$ cat src/rtl/fetch_unit.sv
// Instruction fetch stage: PC, single-outstanding imem reads, registered decode instruction.
// Optional `FETCH_ALIGN_CHK_EN: misaligned redirect raises sticky fetchFault and parks the FSM.
module fetch_unit #(
    parameter logic [31:0] RESET_PC = 32'h0000_0000
) (
    input  logic        clk,
    input  logic        rstN,
    output logic        imemReq,
    output logic [31:0] imemAddr,
    input  logic        imemReady,
    input  logic        imemRdValid,
    input  logic [31:0] imemRdData,
    output logic [31:0] instr,
    output logic [5:0]  op,
    output logic [31:0] pcPlus4,
    output logic        instrValid,
    input  logic        decodeStall,
    input  logic        redirectValid,
    input  logic [31:0] redirectPc,
    output logic        fetchFault
);

    localparam int unsigned XLEN = 32;

    typedef enum logic [1:0] {
        S_IDLE = 2'd0,
        S_REQ  = 2'd1,
        S_WAIT = 2'd2
    } state_e;

    state_e            state_q, state_d;
    logic [XLEN-1:0]   pc_q, pc_d;
    logic [XLEN-1:0]   instr_q, instr_d;
    logic [XLEN-1:0]   pc_plus4_q, pc_plus4_d;
    logic              valid_q, valid_d;
    logic              kill_q, kill_d;
    logic              fault_q, fault_d;
    logic              out_free;
    logic              load;
    logic              redir_bad;
    logic [XLEN-1:0]   redir_pc;

`ifdef FETCH_ALIGN_CHK_EN
    assign redir_pc  = redirectPc;
    assign redir_bad = redirectValid && (redirectPc[1:0] != 2'b00);
`else
    assign redir_pc  = redirectPc & ~XLEN'(3);
    assign redir_bad = 1'b0;
`endif

    // Next-state, fetch handshake and output-register update
    always_comb begin
        state_d    = state_q;
        pc_d       = pc_q;
        instr_d    = instr_q;
        pc_plus4_d = pc_plus4_q;
        valid_d    = valid_q;
        kill_d     = kill_q;
        fault_d    = fault_q;
        imemReq    = 1'b0;
        load       = 1'b0;
        out_free   = !valid_q || !decodeStall;

        case (state_q)
            S_IDLE: begin
                if (!fault_q) state_d = S_REQ;
            end
            S_REQ: begin
                imemReq = out_free;
                if (imemReq && imemReady) state_d = S_WAIT;
            end
            S_WAIT: begin
                if (imemRdValid) begin
                    state_d = S_REQ;
                    kill_d  = 1'b0;
                    load    = !kill_q && !redirectValid;
                end
            end
            default: state_d = S_IDLE;
        endcase

        if (load) begin
            instr_d    = imemRdData;
            pc_plus4_d = pc_q + XLEN'(4);
            pc_d       = pc_q + XLEN'(4);
            valid_d    = 1'b1;
        end else if (valid_q && !decodeStall) begin
            valid_d = 1'b0;
        end

        // Redirect overrides everything; an in-flight request must have its data dropped
        if (redirectValid) begin
            pc_d    = redir_pc;
            valid_d = 1'b0;
            if ((state_q == S_WAIT) && !imemRdValid) kill_d = 1'b1;
            if ((state_q == S_REQ) && imemReq && imemReady) kill_d = 1'b1;
            if (redir_bad) begin
                fault_d = 1'b1;
                kill_d  = 1'b0;
                state_d = S_IDLE;
            end
        end
    end

    always_ff @(posedge clk or negedge rstN) begin
        if (!rstN) begin
            state_q    <= S_IDLE;
            pc_q       <= RESET_PC;
            instr_q    <= '0;
            pc_plus4_q <= '0;
            valid_q    <= 1'b0;
            kill_q     <= 1'b0;
            fault_q    <= 1'b0;
        end else begin
            state_q    <= state_d;
            pc_q       <= pc_d;
            instr_q    <= instr_d;
            pc_plus4_q <= pc_plus4_d;
            valid_q    <= valid_d;
            kill_q     <= kill_d;
            fault_q    <= fault_d;
        end
    end

    assign imemAddr   = pc_q;
    assign instr      = instr_q;
    assign op         = instr_q[31:26];
    assign pcPlus4    = pc_plus4_q;
    assign instrValid = valid_q;
    assign fetchFault = fault_q;

endmodule

$ cat config.mk
export PLATFORM = sky130hd
export DESIGN_NAME = fetch_unit
export DESIGN_NICKNAME = d
export VERILOG_FILES = /design/src/rtl/fetch_unit.sv
export SDC_FILE = /design/constraint.sdc
export NUM_CORES = 1
export LEC_CHECK = 0
export CAP_MARGIN = 10
export CORE_MARGIN = 3
export CORE_UTILIZATION = 49
export DETAILED_ROUTE_END_ITERATION = 12
export GPL_TIMING_DRIVEN = 0
export PLACE_DENSITY_LB_ADDON = 0.08
export SKIP_LAST_GASP = 1
export SLEW_MARGIN = 15
export SYNTH_ARGS = -nofsm -noshare
export SYNTH_HDL_FRONTEND = slang
export SYNTH_SLANG_ARGS = --single-unit
$ cat constraint.sdc
create_clock -name clk -period 3.5 [get_ports clk]
set_input_delay 0.7 -clock clk [delete_from_list [all_inputs] [get_ports clk]]
set_output_delay 0.7 -clock clk [all_outputs]
set_load 0.005 [all_outputs]
* After elaboration in Yosys (flattened, before gate mapping)
Index checks and enable logic that the tools add are counted.
Operators by class: mux-type cells 16, reduce and logical (&&, ||, !) cells 16, div/mod/pow operators 0, multiply operators 0, bitwise gates (word level) 0, equality and inequality tests 4, $lt $le $gt $ge 0, shift-type cells 0, add/subtract/negate cells 1
Operator list (number):
- $mux W32 | 2
- $add A32 B3 Y32 const B | 1
- $mux W1 | 11
- $logic_and A1 B1 Y1 | 6
- $pmux W2 S3 | 1
- $logic_not A1 Y1 | 5
- $mux W2 | 2
- $ne A2 B2 Y1 const B | 2
- $reduce_bool A3 Y1 | 1
- $eq A2 B1 Y1 const B | 1
- $eq A2 B2 Y1 const B | 1
- $logic_not A2 Y1 | 1
- $reduce_and A2 Y1 | 1
- $reduce_bool A2 Y1 | 1
- $logic_or A1 B1 Y1 | 1
Word-level totals: register bits after elaboration 100, input port bits 70, bits in latches 0, memories 0, memory bits (read-only) 0, logic and storage cells 43, output and inout bits 105, bits in writable memories 0

* Depth between registers and ports, before layout
depth in word-level cells 7, gate-level depth with buffers 7, mapped depth without buffers 5

* Worst setup path after synthesis
Ideal clock, no wire load.
kind in2reg, start input port imemRdValid, end register pc_q[31] (netlist: imemAddr[31]), data required time 3.418 ns, setup time 0.082 ns, buffers on the path 1, cell stages on the path 5, data arrival time 2.161 ns, path slack 1.258 ns, path through nand4bb_1 -> or4_1 -> buf_2 -> or4_1 -> a31oi_1
Between the ends: cells in the longest elaborated chain, start to end 3
Ends and longest elaborated chain:
- from (decl) | line 11 | input logic imemRdValid,
- $mux W1 | line 73 | if (imemRdValid) begin
- $mux W1 | line 64 | case (state_q)
- $reduce_bool A2 Y1 (no source line)
- to (signal assigned) | line 116 | pc_q <= pc_d;
- to (decl) | line 32 | logic [XLEN-1:0] pc_q, pc_d;
Every way passes these cells. A chain may end at the register's enable or synchronous reset.

* Worst setup path in the final report
start input port imemRdValid, end register pc_plus4_q[18] (netlist: pcPlus4[18])
Between the ends: cells in the longest elaborated chain, start to end 2
Ends and longest elaborated chain:
- $mux W1 | line 73
- $mux W1 | line 64
- to (signal assigned) | line 118 | pc_plus4_q <= pc_plus4_d;
- to (decl) | line 34 | logic [XLEN-1:0] pc_plus4_q, pc_plus4_d;
Every way passes these cells.

==> impl_results.md <==
* Crit-path max cell delay at 0.53 ns
* Row count at 35
* Nets at 815
* Worst hold path class: in -> async
* Post-CTS Setup Repair Bufs at 0
* Fraction of registers with async set/reset at 1.00
* Setup TNS at 0 ns
* Cell Pwr Density at 545 nW/um2
* NetSw at 1.17 mW
* Clock Latency Late Sink at 0.37 ns
* Port bufs at 167
* Chip width at 106 um
* Gpl congestion at 0.895
* Die Y at 106 um
* N_diodes at 0
* Worst reg2reg path depth at 6
* Largest family of logic cells by synthesized area: simple AND/OR/NAND/NOR gates
* Post-route DRC at 0
* Largest area contributor in the synthesized netlist: dfrtp_1
* Syn-to-layout area delta at 42.7%
* Slew Limit Fails at 0
* Dpl hpwl at 11.2 mm
* Avg WL per Cell at 17.1 um
* Adder-cell share of the synthesized area at 0.00256
* Post-Syn Area at 4880 um2
* Largest net degree at the start of global routing at 76
* Synth Area per Inst at 8.71 um2
* Tot Pwr at 3.80 mW
* Simple-Gate Fraction of Synth Area at 0.280
* Peak VDD IR at 287 uV
* Ys Warns at 0
* # hold bufs at CTS at 0
* CTS root buf: clkbuf_8
* Compound-Gate Fraction of Synth Area at 0.113
* Fin area at 6970 um2
* Relative slew slack at 0.470
* Endpoint of the worst register-to-register path: instr[29]
* Worst Setup Path Type: in -> reg
* Final ANT Viol Nets at 0
* Setup violators final at 0
* Htree depth at 3
* Hold Slack at 0.156 ns
* EDFF count, synth at 0
* Status: completed
* Unrepaired setup endpoints after global routing: false
* Flop pwr share at 0.433
* Largest cells by area after synthesis: dfrtp_1 49%, nand2_1 12%, xnor2_1 3.9%
* Number of buffers and inverters on the critical path at 4
* Tot GR Track Use at 0.266
* Top FF cell, synth: dfrtp_1
* Fill count at 767
* Placed cell areas at 6760 um2
* CP Launch Type: primary input
* Critical path cell sequence: clkdlybuf4s50_1 -> nor4bb_1 -> clkbuf_1 -> nand2_1 -> clkbuf_1 -> clkbuf_1 -> nand2_1 -> o21ai_0
* Post-synthesis xor/xnor area fraction at 0.0466
* Full die area at 11200 um2
* Slew @ Worst Pin at 0.788 ns
* Synthesized flop and latch total at 96
* Clock network fraction of total power at 0.205
* Critical Path AT at 3.16 ns
* Slowest cell on crit path: clkdlybuf4s50_1
* Minimum clock period at 2.93 ns
* Clock Sinks at 96
* Clk_skew at 0.0191 ns
* Unique masters post-synth at 46
* Share of cells above drive strength 1 at 0.0654
* Pre-CTS setup slack at 0.211 ns
* Power share of the combinational group at 0.361
* Final setup margin at 0.569 ns
* GRT Residual Overflow at 0
* Switching Share at 0.309
* MaxCap Viol Count at 0
* DR iter-0 viols at 343
* Core Region at 9460 um2
* Initial antenna violation count at 0
* Crit path max-delay family: buffers and inverters
* Crit. End Element: register
* Register area share after synthesis at 0.492
* Mux contribution to synthesized area at 0.00435
* Post-Route WL at 15.0 mm
* Post-synth top cells: 157 x nand2_1, 96 x dfrtp_1, 37 x o21ai_0
* Vias/cell at 5.56
* Ports at 175
* Fmax at 0.341 GHz
* CTS tree: done
* Static leakage at 2.90 nW
* Syn Inst Count at 561
* CTS clock-pin slew for the worst setup and hold paths at 0.11 ns
* Crit Path Max Fanout at 10
* Critical path's most frequent cell: clkbuf_1
* Hold Fails Final Rpt at 0
* Total iterations of the first detailed-routing run at 5
* Yosys top cell area share at 0.492
* Starting Density at 0.516
* Via count at 4879
* Post-CTS resize count at 0
* Vias in the first global route at 4741
* Total CTS buffers at 9
* Final Cycle Share at 0.837
* CTS max path bufs at 2
* Most frequent cell after synthesis: nand2_1
* Reg-to-reg startpoint: state_q[0]
* R2r setup slk at 0.94 ns
* Int Pwr at 2.63 mW
* First-pass GRT wire length at 24.0 mm
* CP Data Required Time at 3.73 ns
[power groups by stage]
stage	registers (mW)	clock network [mW]	logic, mW
floorplan	1.67	0	0.447
global placement	1.66	0	1.34
detailed placement	1.67	0	1.39
CTS	1.65	0.785	1.39
global route	1.69	0.827	1.49
finish	1.65	0.779	1.37
[worst reg2reg max path: stages, from the launching register on]
cell	delay, ns
dfrtp_1	0.45
nand4bb_1	0.39
nor2_1	0.49
clkbuf_1	0.55
buf_1	0.44
nand2_1	0.10
nand2_1	0.08
[layer usage]
metal,vias to the layer above,GRT usage,wire [um]
met5,-,0,0
li1,2304,-,-
met2,226,0.455,7350
met4,0,0.0833,308
met3,26,0.0392,957
met1,2323,0.350,6390
[registers in the layout, indices dropped and copies added, names as in the netlist]
register	flops
pcPlus4	30
imemAddr	30
state_q	2
instrValid	1
kill_q	1
instr	32
[final cells by class]
type | count | area [um2] | share of cell area
sequential | 96 | 2400 | 0.345
buffer | 53 | 273 | 0.0391
tap | 129 | 161 | 0.0232
clock buffer | 9 | 124 | 0.0178
timing repair buffer | 168 | 1700 | 0.244
clock inverter | 7 | 86.3 | 0.0124
inverter | 6 | 22.5 | 0.00323
multi-input combinational | 410 | 2200 | 0.316
[cells in the final DEF, fill, tap and decap left out, types with 2 or more instances in the layout]
cell type and instances:
a211o_1 3, a21oi_1 4, a31oi_1 24, and3_1 3, and4_1 2, buf_2 7, buf_4 13, buf_6 3
clkbuf_1 29, clkbuf_8 9, clkdlybuf4s50_1 166, conb_1 5, dfrtp_1 96, inv_1 6, inv_6 3, nand2_1 157
nand3_1 14, nand4_1 8, nand4_2 3, nor2_1 36, nor3_1 10, nor4_1 9, o21ai_0 37, o31ai_1 16
or3_1 12, or4_1 22, xnor2_1 22, xor2_1 4
[kinds of logic (layout without fill, tap and decap cells)]
family	count (synthesis)	in the layout
AOI/OAI and AO/OA	90	90
xor gates and xnor gates	26	26
adders and majority gates	1	1
buffers and inverters	59	243
DFF	96	96
muxes	2	2
other	1	5
and+or+nand+nor	286	286
[metrics by stage]
step / std cells / utilization
after floorplan: 565 / -
after global placement: 861 / 0.712
after detailed placement: 862 / 0.715
after CTS: 878 / 0.737
after global routing: 878 / 0.737
final: 878 / 0.737
[worst max-delay path by stage]
stage | from | to | cells after the start
after floorplan | imemRdValid | imemAddr[31] | 5
after global placement | rstN | pcPlus4[11] | 1
after detailed placement | imemRdValid | pcPlus4[18] | 8
after CTS | imemRdValid | pcPlus4[18] | 8
after global routing | imemRdValid | pcPlus4[22] | 8
final | imemRdValid | pcPlus4[18] | 8
(Power assumes the default switching activity.)
==> edit (same flow settings) <==
Add a define of `FETCH_ALIGN_CHK_EN`.
--- a/src/rtl/fetch_unit.sv
+++ b/src/rtl/fetch_unit.sv
@@ -1,5 +1,7 @@
 // Instruction fetch stage: PC, single-outstanding imem reads, registered decode instruction.
 // Optional `FETCH_ALIGN_CHK_EN: misaligned redirect raises sticky fetchFault and parks the FSM.
+`define FETCH_ALIGN_CHK_EN
+
 module fetch_unit #(
     parameter logic [31:0] RESET_PC = 32'h0000_0000
 ) (
Check against the original RTL: not equivalent (a bounded check fails within 4 cycles, from zero or initial values and one cycle with rstN low).
==> edit against the unedited design <==
- global-route usage shrank 2.5 points
- cell area grew 0.38%
- setup slack gained 420 ps
- area after synthesis shrank 0.74%
- utilization grew 0.62 points
- critical path depth shrank 5
- sequential cell count grew 5
- wire length shrank 11%
Power is not compared: it rests on default switching activity, and its combinational part moved more than twofold at a synthesized area within 25%.
==> edit: results (changes against the unedited design) <==
The final-stage net count was 723 (was 815). The instance count after placement with tap cells included came to 770 (was 862). The placement-stage cell area is 6780 µm² (was 6760 µm²). The data arrival time of the critical path came to 1810 ps (was 3160 ps). The worst-case clock skew is 14.0 ps (was 19.1 ps).

The worst-margin pin slew is 623 ps (was 788 ps). The xor-xnor portion of the synthesized cell area came out at 10.1% (was 4.66%). The minimum setup slack among reg-to-reg paths is 1390 ps (was 940 ps). The startpoint of the worst-slack reg-to-reg timing path is imemAddr[2] (was state_q[0]). The via count of the routed design is 4,216 (was 4,879). The count of placed standard cells in the final layout, fillers left out came to 786 (was 878). The largest driver fanout on the critical path is 2 (was 10). The adder-cell area share of the yosys netlist came to 0.258% (was 0.256%). The post-CTS setup buffer count came out at 0 (unchanged). The fraction of layout cells with a size suffix above 1 came out at 13.2% (was 6.54%). The largest net degree at the start of global routing came out at 65 (was 76). The synthesized instance count is 466 (was 561).

The cell depth of the worst flop-to-flop path is 7 (was 6). The mux cell area share after synthesis was 9.24% (was 0.435%). The sequential share of the synthesized area was 52.1% (was 49.2%).

The first-pass GRT wire length is 21,100 µm (was 24,000 µm). The summed area of non-filler cells in the final layout came to 7000 µm² (was 6970 µm²). The number of global-route vias before repair came to 4,103 (was 4,741). The capture instance of the worst register-to-register path was imemAddr[30] (was instr[29]). The compound-cell area share of the yosys netlist came to 7.23% (was 11.3%).

The wire length after detailed routing is 13,400 µm (was 15,000 µm). The detailed placement HPWL came to 10,000 µm (was 11,200 µm). Top cells by area, synth: sky130_fd_sc_hd__dfrtp_1, sky130_fd_sc_hd__mux2_2, sky130_fd_sc_hd__xnor2_1 (was sky130_fd_sc_hd__dfrtp_1, sky130_fd_sc_hd__nand2_1, sky130_fd_sc_hd__xnor2_1).

The number of levels in the clock H-tree came to 3 (unchanged). Status: completed (unchanged). The worst-case setup slack after placement is 720 ps (was 211 ps).

IR analysis of the VDD net gives a maximum drop of 0.247 mV. The worst hold slack after final layout is 198 ps (was 156 ps). The number of filler instances in the final layout came out at 720 (was 767). Most frequent cells after synthesis: sky130_fd_sc_hd__dfrtp_1, sky130_fd_sc_hd__nand2_1, sky130_fd_sc_hd__nor2_1 (was sky130_fd_sc_hd__nand2_1, sky130_fd_sc_hd__dfrtp_1, sky130_fd_sc_hd__o21ai_0).

The number of buffers inserted by port buffering came to 174 (was 167). The starting DRC count in detailed routing is 220 (was 343). The count of cell types in the netlist is 39 (was 46). The total routing resource utilization after global routing came out at 24.1% (was 26.6%).
==> edit: changes by cell type in the layout (fill, tap and decap cells not counted), sizes merged, moves of 7 or more <==
cell,delta
xor2,+19
o31ai,-15
xnor2,+11
a31oi,-24
nand2,-103
clkdlybuf4s50,+7
a21oi,+28
clkbuf,-20
or3,-10
mux2,+37
or4,-23
==> edit: worst max path at each step <==
stage | startpoint | end | cells after the start | slack (ps)
2_1_floorplan | imemRdValid | instr[13] | 6 | 1580
3_3_place_gp | rstN | instr[9] | 1 | -2000
3_5_place_dp | imemRdValid | pcPlus4[10] | 8 | 720
4_1_cts | decodeStall | imemReq | 3 | 970
5_1_grt | decodeStall | imemReq | 3 | 910
6_report | decodeStall | imemReq | 3 | 990
==> edit: cells by family (layout without fill, tap and decap cells) <==
group / count (synthesis) / after routing
buf+inv: 37 / 228
fa+ha+maj: 1 / 1
xor+xnor: 56 / 56
compound gates: 67 / 67
mux: 40 / 40
simple gates: 164 / 164
flops: 101 / 101
==> edit: critical path: cells and delay by family <==
family / cells / cell delay, ps
compound gates: 1 / 170
buf+inv: 2 / 940
==> edit: layout make-up <==
| cell class | count | area share (%) |
|---|---|---|
| flip-flops and latches | 101 | 36.1 |
| clock inverters | 6 | 1.14 |
| multi-input cells | 328 | 30.5 |
| clock buffers | 10 | 1.97 |
| repair buffers | 175 | 25.3 |
| well taps | 129 | 2.31 |
| inverters | 3 | 0.161 |
| plain buffers | 34 | 2.49 |
==> edit: power groups by stage <==
stage               registers, mW  clock network [mW]  logic, mW
floorplan                    1.35                   0      0.151
global placement             1.35                   0      0.470
detailed placement           1.35                   0      0.484
CTS                          1.33               0.810      0.487
global route                 1.35               0.860      0.519
finish                       1.33               0.802      0.481
==> edit: routing by layer <==
metal  share of wire [%]  wire [µm]  up-vias  global-route usage (%)
met5                   0          0        -                       0
met4                 1.0        135        0                    6.00
met3                 8.9       1200        9                    7.10
met2                  51       6880      183                    41.1
met1                  39       5160     2069                    30.0
li1                    -          -     1955                       -
